`src/rtl/plru_pkg.sv`:
```
// Shared types and tree pseudo-LRU helpers for the allocation controller.
// Trees are carried in a max-size vector (bit n = node n, bit 0 unused) so one function serves any depth up to 64 entries.
package plru_pkg;

  localparam int PLRU_MAX_LG2 = 6;

  typedef enum logic [1:0] {
    ST_IDLE,
    ST_EVICT,
    ST_GRANT
  } alloc_state_e;

  typedef logic [(1 << PLRU_MAX_LG2)-1:0] plru_tree_t;
  typedef logic [PLRU_MAX_LG2-1:0]        plru_idx_t;

  // Follow node bits from the root; each bit read is also the next index bit.
  function automatic plru_idx_t plru_victim(plru_tree_t tree, int lg2);
    plru_idx_t node;
    plru_idx_t idx;
    node = plru_idx_t'(1);
    idx  = '0;
    for (int l = 0; l < PLRU_MAX_LG2; l++) begin
      if (l < lg2) begin
        idx  = {idx[PLRU_MAX_LG2-2:0], tree[node]};
        node = {node[PLRU_MAX_LG2-2:0], tree[node]};
      end
    end
    return idx;
  endfunction

  function automatic plru_tree_t plru_update(plru_tree_t tree, plru_idx_t idx, int lg2);
    plru_tree_t t;
    plru_idx_t  node;
    plru_idx_t  path;
    logic       dir;
    t    = tree;
    node = plru_idx_t'(1);
    path = idx << (PLRU_MAX_LG2 - lg2);
    for (int l = 0; l < PLRU_MAX_LG2; l++) begin
      if (l < lg2) begin
        dir     = path[PLRU_MAX_LG2-1];
        t[node] = ~dir;
        node    = {node[PLRU_MAX_LG2-2:0], dir};
        path    = path << 1;
      end
    end
    return t;
  endfunction

endpackage

```
`src/rtl/plru_alloc_ctrl_if.sv`:
```
// Request/touch/invalidate/eviction signal bundle for plru_alloc_ctrl.
// master = requesting/downstream side, slave = the controller.
interface plru_alloc_ctrl_if #(
  parameter int LG2_DEPTH = 3,
  parameter int DW        = 32
);
  localparam int N = 1 << LG2_DEPTH;

  logic                 alloc_req;
  logic [DW-1:0]        alloc_tag;
  logic                 alloc_gnt;
  logic [LG2_DEPTH-1:0] alloc_idx;
  logic                 touch_valid;
  logic [LG2_DEPTH-1:0] touch_idx;
  logic                 inval_valid;
  logic [LG2_DEPTH-1:0] inval_idx;
  logic                 evict_valid;
  logic [LG2_DEPTH-1:0] evict_idx;
  logic [DW-1:0]        evict_tag;
  logic                 evict_ready;
  logic [N-1:0]         valid_mask;
  logic                 full;

  modport master (
    output alloc_req, alloc_tag, touch_valid, touch_idx, inval_valid, inval_idx, evict_ready,
    input  alloc_gnt, alloc_idx, evict_valid, evict_idx, evict_tag, valid_mask, full
  );

  modport slave (
    input  alloc_req, alloc_tag, touch_valid, touch_idx, inval_valid, inval_idx, evict_ready,
    output alloc_gnt, alloc_idx, evict_valid, evict_idx, evict_tag, valid_mask, full
  );

endinterface

```
`src/rtl/plru_tree_state.sv`:
```
// PLRU node flops (nodes 1..N-1) with a single update port and a
// combinational victim output.
module plru_tree_state
  import plru_pkg::*;
#(
  parameter int LG2_DEPTH = 3
) (
  input  logic                 clk,
  input  logic                 resetn,
  input  logic                 upd_valid,
  input  logic [LG2_DEPTH-1:0] upd_idx,
  output logic [LG2_DEPTH-1:0] victim_idx
);

  localparam int N = 1 << LG2_DEPTH;

  logic [N-1:1] tree_q, tree_d;
  plru_tree_t   tree_ext, tree_new;
  plru_idx_t    idx_ext, victim_ext;
  logic         unused_ext_bits;

  // NOTE: every output gets a default at the top of the block so no path
  // leaves it unassigned; that is what keeps this logic latch-free.
  always_comb begin
    tree_ext          = '0;
    tree_ext[N-1:1]   = tree_q;
    idx_ext           = '0;
    idx_ext[LG2_DEPTH-1:0] = upd_idx;
    tree_new          = plru_update(tree_ext, idx_ext, LG2_DEPTH);
    victim_ext        = plru_victim(tree_ext, LG2_DEPTH);
    tree_d            = upd_valid ? tree_new[N-1:1] : tree_q;
    victim_idx        = victim_ext[LG2_DEPTH-1:0];
  end

  assign unused_ext_bits = ^{tree_new, victim_ext};

  // NOTE: flops take non-blocking (<=) so all registers update together at
  // the edge; combinational blocks use blocking (=) to allow overrides.
  always_ff @(posedge clk or negedge resetn) begin
    if (!resetn) tree_q <= '0;
    else         tree_q <= tree_d;
  end

endmodule

```
`src/rtl/plru_alloc_ctrl.sv`:
```
// Allocation controller: lowest free slot first, otherwise PLRU victim with
// an eviction handshake before the grant.
module plru_alloc_ctrl
  import plru_pkg::*;
#(
  parameter int LG2_DEPTH = 3,
  parameter int DW        = 32
) (
  input logic             clk,
  input logic             resetn,
  plru_alloc_ctrl_if.slave bus
);

  localparam int N = 1 << LG2_DEPTH;
  typedef logic [LG2_DEPTH-1:0] idx_t;

  alloc_state_e  state_q, state_d;
  idx_t          sel_q, sel_d;
  logic [N-1:0]  valid_q, valid_d;
  logic [DW-1:0] tag_q [N];
  logic          tag_we;
  logic          upd_valid;
  idx_t          upd_idx;
  idx_t          victim_idx;
  idx_t          free_idx;
  logic          any_free;
  logic          touch_ok;

  plru_tree_state #(.LG2_DEPTH(LG2_DEPTH)) u_tree (
    .clk        (clk),
    .resetn     (resetn),
    .upd_valid  (upd_valid),
    .upd_idx    (upd_idx),
    .victim_idx (victim_idx)
  );

  // Descending scan so the last hit written is the lowest free index.
  always_comb begin
    free_idx = '0;
    any_free = 1'b0;
    for (int i = N - 1; i >= 0; i--) begin
      if (!valid_q[i]) begin
        free_idx = idx_t'(i);
        any_free = 1'b1;
      end
    end
  end

  always_comb begin
    state_d   = state_q;
    sel_d     = sel_q;
    valid_d   = valid_q;
    tag_we    = 1'b0;
    upd_valid = 1'b0;
    upd_idx   = bus.touch_idx;
    touch_ok  = bus.touch_valid && valid_q[bus.touch_idx];

    // The slot owned by an eviction or grant in flight cannot be freed under it.
    if (bus.inval_valid && !(state_q != ST_IDLE && bus.inval_idx == sel_q))
      valid_d[bus.inval_idx] = 1'b0;

    case (state_q)
      ST_IDLE: begin
        upd_valid = touch_ok;
        if (bus.alloc_req) begin
          state_d = any_free ? ST_GRANT : ST_EVICT;
          sel_d   = any_free ? free_idx : victim_idx;
        end
      end
      ST_EVICT: begin
        upd_valid = touch_ok;
        if (bus.evict_ready) begin
          valid_d[sel_q] = 1'b0;
          state_d        = ST_GRANT;
        end
      end
      ST_GRANT: begin
        valid_d[sel_q] = 1'b1;
        tag_we         = 1'b1;
        upd_valid      = 1'b1;
        upd_idx        = sel_q;
        state_d        = ST_IDLE;
      end
      default: state_d = ST_IDLE;
    endcase
  end

  always_ff @(posedge clk or negedge resetn) begin
    if (!resetn) begin
      state_q <= ST_IDLE;
      sel_q   <= '0;
      valid_q <= '0;
    end else begin
      state_q <= state_d;
      sel_q   <= sel_d;
      valid_q <= valid_d;
    end
  end

  // NOTE: the tag array has no reset; a tag is only observed through a
  // valid slot, and the evict_tag output is gated to zero outside EVICT.
  always_ff @(posedge clk) begin
    if (tag_we) tag_q[sel_q] <= bus.alloc_tag;
  end

  assign bus.alloc_gnt   = (state_q == ST_GRANT);
  assign bus.alloc_idx   = bus.alloc_gnt ? sel_q : '0;
  assign bus.evict_valid = (state_q == ST_EVICT);
  assign bus.evict_idx   = bus.evict_valid ? sel_q : '0;
  assign bus.evict_tag   = bus.evict_valid ? tag_q[sel_q] : '0;
  assign bus.valid_mask  = valid_q;
  assign bus.full        = &valid_q;

endmodule

```
`src/flat_wrapper.sv`:
```
// flat-port wrapper written by rule: the top's interface ports become plain ports
module plru_alloc_ctrl_flat import plru_pkg::*;
#(
  parameter int LG2_DEPTH = 3,
  parameter int DW        = 32
)
  (clk, resetn, bus_alloc_req, bus_alloc_tag, bus_touch_valid, bus_touch_idx, bus_inval_valid, bus_inval_idx, bus_evict_ready, bus_alloc_gnt, bus_alloc_idx, bus_evict_valid, bus_evict_idx, bus_evict_tag, bus_valid_mask, bus_full);
  plru_alloc_ctrl_if #(.LG2_DEPTH(LG2_DEPTH), .DW(DW)) bus_i ();
  input logic clk;
  input logic resetn;
  input wire logic [$bits(bus_i.alloc_req)-1:0] bus_alloc_req;
  input wire logic [$bits(bus_i.alloc_tag)-1:0] bus_alloc_tag;
  input wire logic [$bits(bus_i.touch_valid)-1:0] bus_touch_valid;
  input wire logic [$bits(bus_i.touch_idx)-1:0] bus_touch_idx;
  input wire logic [$bits(bus_i.inval_valid)-1:0] bus_inval_valid;
  input wire logic [$bits(bus_i.inval_idx)-1:0] bus_inval_idx;
  input wire logic [$bits(bus_i.evict_ready)-1:0] bus_evict_ready;
  output wire logic [$bits(bus_i.alloc_gnt)-1:0] bus_alloc_gnt;
  output wire logic [$bits(bus_i.alloc_idx)-1:0] bus_alloc_idx;
  output wire logic [$bits(bus_i.evict_valid)-1:0] bus_evict_valid;
  output wire logic [$bits(bus_i.evict_idx)-1:0] bus_evict_idx;
  output wire logic [$bits(bus_i.evict_tag)-1:0] bus_evict_tag;
  output wire logic [$bits(bus_i.valid_mask)-1:0] bus_valid_mask;
  output wire logic [$bits(bus_i.full)-1:0] bus_full;
  assign bus_i.alloc_req = bus_alloc_req;
  assign bus_i.alloc_tag = bus_alloc_tag;
  assign bus_i.touch_valid = bus_touch_valid;
  assign bus_i.touch_idx = bus_touch_idx;
  assign bus_i.inval_valid = bus_inval_valid;
  assign bus_i.inval_idx = bus_inval_idx;
  assign bus_i.evict_ready = bus_evict_ready;
  assign bus_alloc_gnt = bus_i.alloc_gnt;
  assign bus_alloc_idx = bus_i.alloc_idx;
  assign bus_evict_valid = bus_i.evict_valid;
  assign bus_evict_idx = bus_i.evict_idx;
  assign bus_evict_tag = bus_i.evict_tag;
  assign bus_valid_mask = bus_i.valid_mask;
  assign bus_full = bus_i.full;
  plru_alloc_ctrl #(.LG2_DEPTH(LG2_DEPTH), .DW(DW)) u_core (.clk(clk), .resetn(resetn), .bus(bus_i));
endmodule
```
`config.mk`:
```
export PLATFORM = sky130hd
export DESIGN_NAME = plru_alloc_ctrl_flat
export DESIGN_NICKNAME = d
export VERILOG_FILES = /design/src/rtl/plru_pkg.sv /design/src/rtl/plru_alloc_ctrl_if.sv /design/src/rtl/plru_tree_state.sv /design/src/rtl/plru_alloc_ctrl.sv /design/src/flat_wrapper.sv
export SDC_FILE = /design/constraint.sdc
export NUM_CORES = 1
export LEC_CHECK = 0
export CORE_MARGIN = 4
export CORE_UTILIZATION = 40
export DETAILED_ROUTE_END_ITERATION = 16
export GPL_ROUTABILITY_DRIVEN = 0
export GPL_TIMING_DRIVEN = 0
export PLACE_DENSITY = 0.67
export SYNTH_ARGS = -nofsm -noshare
export SYNTH_HDL_FRONTEND = slang
export SYNTH_SLANG_ARGS = --single-unit
```
`constraint.sdc`:
```
create_clock -name clk -period 4.5 [get_ports clk]
set_input_delay 1.125 -clock clk [delete_from_list [all_inputs] [get_ports clk]]
set_output_delay 1.125 -clock clk [all_outputs]
set_load 0.01 [all_outputs]
```
==> results of run 1 <==
[worst max path at each step]
stage | startpoint | end | slack [ns] | depth (start not counted)
finish | u_core.sel_q[1] | bus_evict_tag[4] | 0.13 | 7
global route | u_core.sel_q[1] | bus_evict_tag[4] | -0.01 | 7
CTS | u_core.state_q[1] | bus_evict_tag[13] | 0.05 | 7
detailed placement | u_core.sel_q[2] | bus_evict_tag[31] | 0.48 | 7
global placement | u_core.state_q[0] | u_core.tag_q[4][25] | -1.72 | 4
floorplan | u_core.state_q[0] | u_core.tag_q[2][0] | 0.72 | 4
[cells by family (layout without fill, tap and decap cells)]
| logic type | after synthesis | after routing | share of synthesized area, % |
|---|---|---|---|
| compound gates | 198 | 198 | 13.9 |
| xor+xnor | 2 | 2 | 0.165 |
| fa+ha+maj | 3 | 3 | 0.354 |
| buf+inv | 48 | 201 | 2.30 |
| flops | 276 | 276 | 77.3 |
| mux | 22 | 22 | 2.26 |
| simple gates | 84 | 84 | 3.74 |
[through the flow]
| stage | total power (W) | instances | utilization, % | instance area [sq um] | setup WS (ns) |
|---|---|---|---|---|---|
| CTS | 0.00690 | 1121 | 49.9 | 13000 | 0.0500 |
| global placement | 0.00471 | 1057 | 45.7 | 11900 | -1.72 |
| floorplan | 0.00417 | 633 | - | 10600 | 0.716 |
| global route | 0.00715 | 1121 | 49.9 | 13000 | -0.00965 |
| detailed placement | 0.00480 | 1071 | 46.7 | 12200 | 0.483 |
| finish | 0.00687 | 1121 | 49.9 | 13000 | 0.131 |
[synthesized netlist by cell type, types with 4 or more instances]
| cell type | number |
|---|---|
| a21oi_1 | 16 |
| a221oi_1 | 8 |
| a22o_1 | 4 |
| a22oi_1 | 103 |
| a31oi_1 | 6 |
| a41oi_1 | 24 |
| buf_2 | 18 |
| buf_4 | 9 |
| clkbuf_1 | 10 |
| dfrtp_1 | 20 |
| edfxtp_1 | 256 |
| inv_1 | 8 |
| mux2i_1 | 16 |
| nand2_1 | 20 |
| nand3_1 | 4 |
| nor2_1 | 32 |
| nor3_1 | 6 |
| o21ai_0 | 14 |
| o22ai_1 | 4 |
[worst max-delay path: stages (launching register included)]
cell and delay [ns]:
dfrtp_1 0.42, nand2b_1 0.15, buf_2 0.20, nor2_1 0.19, clkbuf_1 0.65, a22oi_1 0.15, a31oi_1 0.35, clkdlybuf4s50_1 0.60
[cell type report]
cell class | instances | area share (%)
flip-flops and latches | 276 | 62.9
multi-input cells | 309 | 17.1
plain buffers | 39 | 1.67
well taps | 335 | 3.22
clock inverters | 17 | 0.913
clock buffers | 33 | 5.52
inverters | 9 | 0.260
repair buffers | 103 | 8.45
[flip-flops by register name (all words and copies together) (netlist names)]
| register | cells |
|---|---|
| u_core.sel_q | 3 |
| u_core.bus.valid_mask | 8 |
| u_core.tag_q | 256 |
| u_core.state_q | 2 |
| u_core.u_tree.tree_q | 7 |
[per-layer routing]
metal  up-vias  GRT usage, %  wire length [microns]
met3        41          3.12                   2220
li1       2867             -                      -
met5         -             0                     12
met1      3255          25.6                  11100
met2       311          30.1                  13300
met4         2          4.06                    467
[power groups by stage]
stage / Sequential [W] / Combinational, W / Clock, W
detailed placement: 0.00333 / 0.00147 / 0
floorplan: 0.00331 / 0.000862 / 0
global placement: 0.00335 / 0.00136 / 0
global route: 0.00330 / 0.00159 / 0.00226
finish: 0.00328 / 0.00148 / 0.00212
CTS: 0.00328 / 0.00148 / 0.00214
[what timing repair did]
| item | CTS | global route |
|---|---|---|
| hold endpoints to repair | 0 | 0 |
| hold buffers | 0 | 0 |
| cloned | 0 | 0 |
| setup endpoints to repair | 19 | 14 |
| resized for setup | 3 | 6 |
==> out/results.ini, run 1 <==
[synthesis]
synth_top_area_share_pct=72.5
syn_nets=680
ys_seq_area_share_pct=77.3
ys_ff_latch=276
synth_edf_count=256
netlist_instances=633
synthTopCellsByArea=edfxtp_1 73%, a22oi_1 7.3%, dfrtp_1 4.7%, a41oi_1 2.0%, mux2i_1 1.5%
synth_cell_types=52
avgSynthCellArea_sq_um=16.7
synthesis.area_sq_mm=0.0106
synthFlopType=edfxtp_1
ys_warn_count=0
synth_top_cell_by_area=edfxtp_1
synthArstFlopShare_pct=7.25

[floorplan]
rows=59
initial_core_util_pct=40.7
die_w_microns=171
fp.dieArea_sq_mm=0.0292
core_sq_mm=0.0261
ioPinCount=93
die_height_microns=171

[pwr]
leakagePower_nw=4.14
ir_worst_vdd_mv=0.338
swShare_pct=28.9
p_per_area_mw_per_mm2=528
combPwrFrac_pct=21.5
pwr-share-seq_pct=47.7
power.share.clock_pct=30.8
p_int_w=0.00489
power.switching_w=0.00199

[route]
drc=0
routed_via_density=5.78
first_pass_iters=5
ant_nets=0
wirelength_microns=27100
avgRoutedWirePerCell_microns=24.2
vias=6476
drtIter0Drc=664

[final_layout]
most-common-layout-cells=256 x edfxtp_1, 103 x a22oi_1, 89 x clkdlybuf4s50_1
final_common_cell=edfxtp_1
nNetsFinal=812
multi_input_area_sq_mm=0.00222
regArea_sq_mm=0.00819
diodes=0
fill_cells=2189
area_growth_syn_to_layout_pct=22.8
final_layout_size_suffix_gt1_share_pct=13.6

[sta]
setup_tns_ns=0
min_period_ns=4.37
tightestPinTransition_ns=0.988
slew-limit-headroom_pct=33.8
setup_viol=0
slew_viol_final=0
rsz0062_at_grt=yes
fin_skew_ns=0.0161
fmax_mhz=229
min_period_over_period_pct=97.1
hold_viol_final=0
holdWs_ns=0.497

[setup_path]
end_kind=output pin
crit_arrival_ns=3.24
cp.required_ns=3.38
reg2reg_to=u_core.tag_q[4][31]
crit_type=flop to output pin
cp_max_fo=10
reg2reg_depth=6
crit-reg2reg-launch=u_core.state_q[0]
critPathLaunchType=flop
reg2reg_slack_ns=1.51

[hold_path]
min_path_type=flop to flop
hp-start=u_core.u_tree.tree_q[7]
holdPathStages=1
min_to=u_core.u_tree.tree_q[7]

[global_route]
grt_max_degree=24
grt_antenna_before_repair=1
grt-ovfl-total=0
track_usage_pct=18.2
grt_pass1_vias=6360
grt_pass1_wl_microns=39900

[clocking]
cts.sinks=276
clkLatencyLatePin_ns=0.55
cts_tree=done
post-cts-setup-buffers=0
cts_max_level=1
clk_pin_slew_ns=0.06
cts-root-buf=clkbuf_16
cts_max_path_buffers=3
numCtsBuffers=27

[flow_run]
cap_violations=0

[outcome]
status=finished clean

[placement]
io_buffers=89
dp_hpwl_microns=17300

Power figures use the tool's default switching activity.
==> run 2: changes to the inputs <==
SKIP_CTS_REPAIR_TIMING = 1   (was default)
==> run 2 against run 1 <==
Effect of this change:
- first-iteration DRC count increased by 1.5%
- global-route usage about the same
- critical path depth is 1 higher
- sequential cell count unchanged
- hold slack got worse by 0.0012 ns
- die area is the same
==> out/results.ini, run 2 (same netlist as run 1, synthesis figures left out) <==
[final_layout]
nNetsFinal=812
final_common_cell=edfxtp_1
diodes=0
utilization_pct=49.9
regMostFlops=u_core.tag_q
area_growth_syn_to_layout_pct=22.8
fin_area_sq_mm=0.0130
largest_reg_flops=256
final_layout_size_suffix_gt1_share_pct=13.7
fill_cells=2190
most-common-layout-cells=256 x edfxtp_1, 103 x a22oi_1, 89 x clkdlybuf4s50_1

[route]
wl_met1_microns=11100
routed-wl-met3_microns=2150
first_pass_iters=5
vias=6521
drtIter0Drc=674
wl_met2_microns=13300
ant_nets=0
highest_layer=met5
avgRoutedWirePerCell_microns=24.1
drc=0
routed_via_density=5.82
wirelength_microns=27100

[flow_run]
cap_violations=0

[global_route]
grt_max_degree=24
track_usage_pct=18.2
grt-ovfl-total=0
grt_pass1_vias=6355
grt_antenna_before_repair=1
grt_pass1_wl_microns=39900

[placement]
io_buffers=89
place_area_sq_mm=0.0122
dp_hpwl_microns=17300

[setup_path]
cp.required_ns=3.38
crit_arrival_ns=3.22
critPathLaunchType=flop
crit_slowest_cell=clkdlybuf4s50_1
path_cells=nand2b_1, buf_2, nor2_1, buf_2, buf_2, a22oi_1, a41oi_1, clkdlybuf4s50_1
critPathMaxStageDelay_ns=0.60
crit-reg2reg-launch=u_core.state_q[0]
crit_type=flop to output pin
cp_max_fo=10
end_kind=output pin
reg2reg_slack_ns=1.50
critPathMostFrequentCell=buf_2
startpoint=u_core.sel_q[1]

[sta]
holdWs_ns=0.496
fmax_mhz=230
tightestPinTransition_ns=1.00
hold_viol_final=0
slew-limit-headroom_pct=32.9
fin_skew_ns=0.0156
slew_viol_final=0
min_period_over_period_pct=96.6
rsz0062_at_grt=no
setup_viol=0
min_period_ns=4.35
setup_tns_ns=0

[clocking]
cts_tree=done
cts_max_level=1
cts-root-buf=clkbuf_16
clkLatencyLatePin_ns=0.54
cts_max_path_buffers=3
cts.sinks=276
clk_pin_slew_ns=0.06
numCtsBuffers=27

[hold_path]
min_path_type=flop to flop
hp-start=u_core.u_tree.tree_q[7]

[floorplan]
die_height_microns=171
initial_core_util_pct=40.7
die_w_microns=171
ioPinCount=93
core_sq_mm=0.0261
fp.dieArea_sq_mm=0.0292
rows=59

[pwr]
leakagePower_nw=4.15
ir_worst_vdd_mv=0.338
power.total_w=0.00688
p_per_area_mw_per_mm2=528

[outcome]
status=finished clean

[run 2: worst max-delay path: cells and delay by family (launching register included)]
family                 cells  cell delay, ns
AO/OA/AOI/OAI              2            0.44
buffers and inverters      4            1.50
flip-flops                 1            0.42
AND/OR/NAND/NOR            2            0.32
[run 2: report_power, final]
group	internal [W]	switching [W]
Combinational	0.000533	0.000946
Clock	0.00120	0.000926
Sequential	0.00316	0.000118
[run 2: area by class of cell]
type	count	area [sq um]	share of cell area (%)
Inverter	9	33.8	0.260
Buffer	39	219	1.68
Multi-Input combinational cell	309	2220	17.1
Sequential cell	276	8190	62.9
Clock buffer	33	718	5.52
Clock inverter	17	119	0.913
Timing Repair Buffer	103	1100	8.45
Tap cell	335	419	3.22
[run 2: path summary, 6_finish.rpt]
path                                            to  depth (start not counted)
max reg2reg                    u_core.tag_q[4][31]                          6
max in group asynchronous  u_core.u_tree.tree_q[7]                          1
min                        u_core.u_tree.tree_q[7]                          1
min reg2reg                u_core.u_tree.tree_q[7]                          1
max                               bus_evict_tag[9]                          8
min in group asynchronous        u_core.state_q[0]                          1
[run 2: metrics by stage]
| step | std cells | setup WS [ns] |
|---|---|---|
| after global placement | 1057 | -1.72 |
| after detailed placement | 1071 | 0.483 |
| after CTS | 1121 | -0.0905 |
| final | 1121 | 0.151 |
| after global routing | 1121 | 0.00303 |
| after floorplan | 633 | 0.716 |
[run 2: routing by layer]
metal | vias to the layer above | track usage [%]
li1 | 2867 | -
met1 | 3264 | 25.6
met2 | 337 | 30.1
met3 | 51 | 3.12
met4 | 2 | 4.06
met5 | - | 0
==> run 3: changes to the inputs <==
ABC_CLOCK_PERIOD_IN_PS = 4500   (was default)
CORE_UTILIZATION = 57   (was 40)
PLACE_DENSITY = 0.87   (was 0.67)
==> run 3 against run 2 <==
Effect of this change:
- first-iteration DRC count is 22% higher
- routed wire length grew 2.6%
- sequential cell count unchanged
- power is 0.66% higher
- die area decreased by 29%
- critical endpoint is now bus_evict_tag[21]
- setup slack got worse by 0.13 ns
- maximum frequency is 2.8% lower
- sequential share of layout area is 0.43 points higher
- combinational power about the same
- cell area down 0.68%
==> out/results.ini, run 3 (same netlist as run 1, synthesis figures left out) <==
[sta]
hold_viol_final=0
setup_tns_ns=0
fin_skew_ns=0.0146
slew_viol_final=0
min_period_ns=4.47
rsz0062_at_grt=yes
tightestPinTransition_ns=0.977
min_period_over_period_pct=99.4
fmax_mhz=223
setup_viol=0
slew-limit-headroom_pct=34.7
holdWs_ns=0.493

[pwr]
leakagePower_nw=4.15
ir_worst_vdd_mv=0.385
p_per_area_mw_per_mm2=535

[setup_path]
end_kind=output pin
crit_arrival_ns=3.35
crit_buf_inv=4
critPathTopFamily=buffers and inverters
critPathMaxStageDelay_ns=0.62
critPathMostFrequentCell=buf_2
critPathLaunchType=flop
cp_max_fo=10
startpoint=u_core.sel_q[2]
crit_slowest_cell=clkdlybuf4s50_1
crit_type=flop to output pin
crit-reg2reg-launch=u_core.state_q[0]
cp.required_ns=3.38
path_cells=buf_2, nand2_1, nor2_1, buf_2, buf_4, a22oi_1, a41oi_1, clkdlybuf4s50_1

[final_layout]
nNetsFinal=814
instances_no_fill=1014
area_growth_syn_to_layout_pct=22.0
most-common-layout-cells=256 x edfxtp_1, 103 x a22oi_1, 89 x clkdlybuf4s50_1
largest_reg_flops=256
final_common_cell=edfxtp_1
diodes=0
final_layout_size_suffix_gt1_share_pct=13.4
fin_area_sq_mm=0.0129
utilization_pct=71.2
regMostFlops=u_core.tag_q
fill_cells=1080

[floorplan]
die_height_microns=144
initial_core_util_pct=58.4
core_sq_mm=0.0181
fp.dieArea_sq_mm=0.0208
rows=49
die_w_microns=144
ioPinCount=93

[global_route]
grt_pass1_wl_microns=41000
track_usage_pct=26.3
grt-ovfl-total=0
grt_antenna_before_repair=2
grt_max_degree=26
grt_pass1_vias=6938

[route]
vias=6890
ant_nets=0
avgRoutedWirePerCell_microns=27.4
drc=0
first_pass_iters=5
wirelength_microns=27800
routed_via_density=6.79
drtIter0Drc=822

[hold_path]
hp-start=u_core.u_tree.tree_q[5]
min_path_type=flop to flop

[clocking]
clkLatencyLatePin_ns=0.53
cts-root-buf=clkbuf_16
numCtsBuffers=28
cts_max_level=1
cts_tree=done
cts.sinks=276
cts_max_path_buffers=3
clk_pin_slew_ns=0.06

[outcome]
status=finished clean

[placement]
dp_hpwl_microns=17200
io_buffers=89
dp.cells=967
place_area_sq_mm=0.0121

[flow_run]
cap_violations=0

==> run 3: cell types whose count changed in the layout (fill, tap and decap cells not counted), moves of 2 or more <==
cell / previous run / this run
buf_6: 8 / 10
clkbuf_1: 8 / 11
buf_8: 0 / 2
clkinv_1: 9 / 7
clkbuf_8: 2 / 0
clkbuf_16: 27 / 29
clkbuf_2: 7 / 4
buf_4: 11 / 9
clkinv_2: 6 / 3
==> run 3: where the power goes <==
part	internal [W]	switching (W)	total (W)	leakage, nW
clock	0.00123	0.000908	0.00213	0.409
combinational	0.000539	0.000955	0.00149	1.16
sequential	0.00316	0.000132	0.00329	2.58
==> run 3: worst paths after layout <==
kind / slack (ns) / to / cells past startpoint
max in group asynchronous: 2.77 / u_core.state_q[0] / 1
hold reg to reg: 0.49 / u_core.u_tree.tree_q[5] / 1
setup / recovery: 0.03 / bus_evict_tag[21] / 8
min in group asynchronous: 1.13 / u_core.u_tree.tree_q[3] / 1
hold / removal: 0.49 / u_core.u_tree.tree_q[5] / 1
setup reg to reg: 1.49 / u_core.tag_q[4][1] / 7
==> run 3: cell type report <==
type / instances / area (sq um) / area share [%]
repair buffers: 105 / 1140 / 8.86
plain buffers: 38 / 214 / 1.66
clock buffers: 35 / 748 / 5.79
flip-flops and latches: 276 / 8190 / 63.3
well taps: 229 / 287 / 2.22
clock inverters: 13 / 92.6 / 0.716
inverters: 9 / 33.8 / 0.261
multi-input cells: 309 / 2220 / 17.2
==> run 3: per-layer routing <==
metal  up-vias  share of wire [%]  track usage, %
met5         -               0.10               0
met2       518                 49            44.4
met1      3408                 37            34.0
met3        91                 11            6.15
li1       2869                  -               -
met4         4                3.4            9.13
==> run 3: stage by stage <==
stage	power [W]	worst slack, ns
5_1_grt	0.00715	-0.126
2_1_floorplan	0.00417	0.716
6_report	0.00692	0.0256
4_1_cts	0.00691	-0.142
3_5_place_dp	0.00480	0.440
3_3_place_gp	0.00464	-1.58
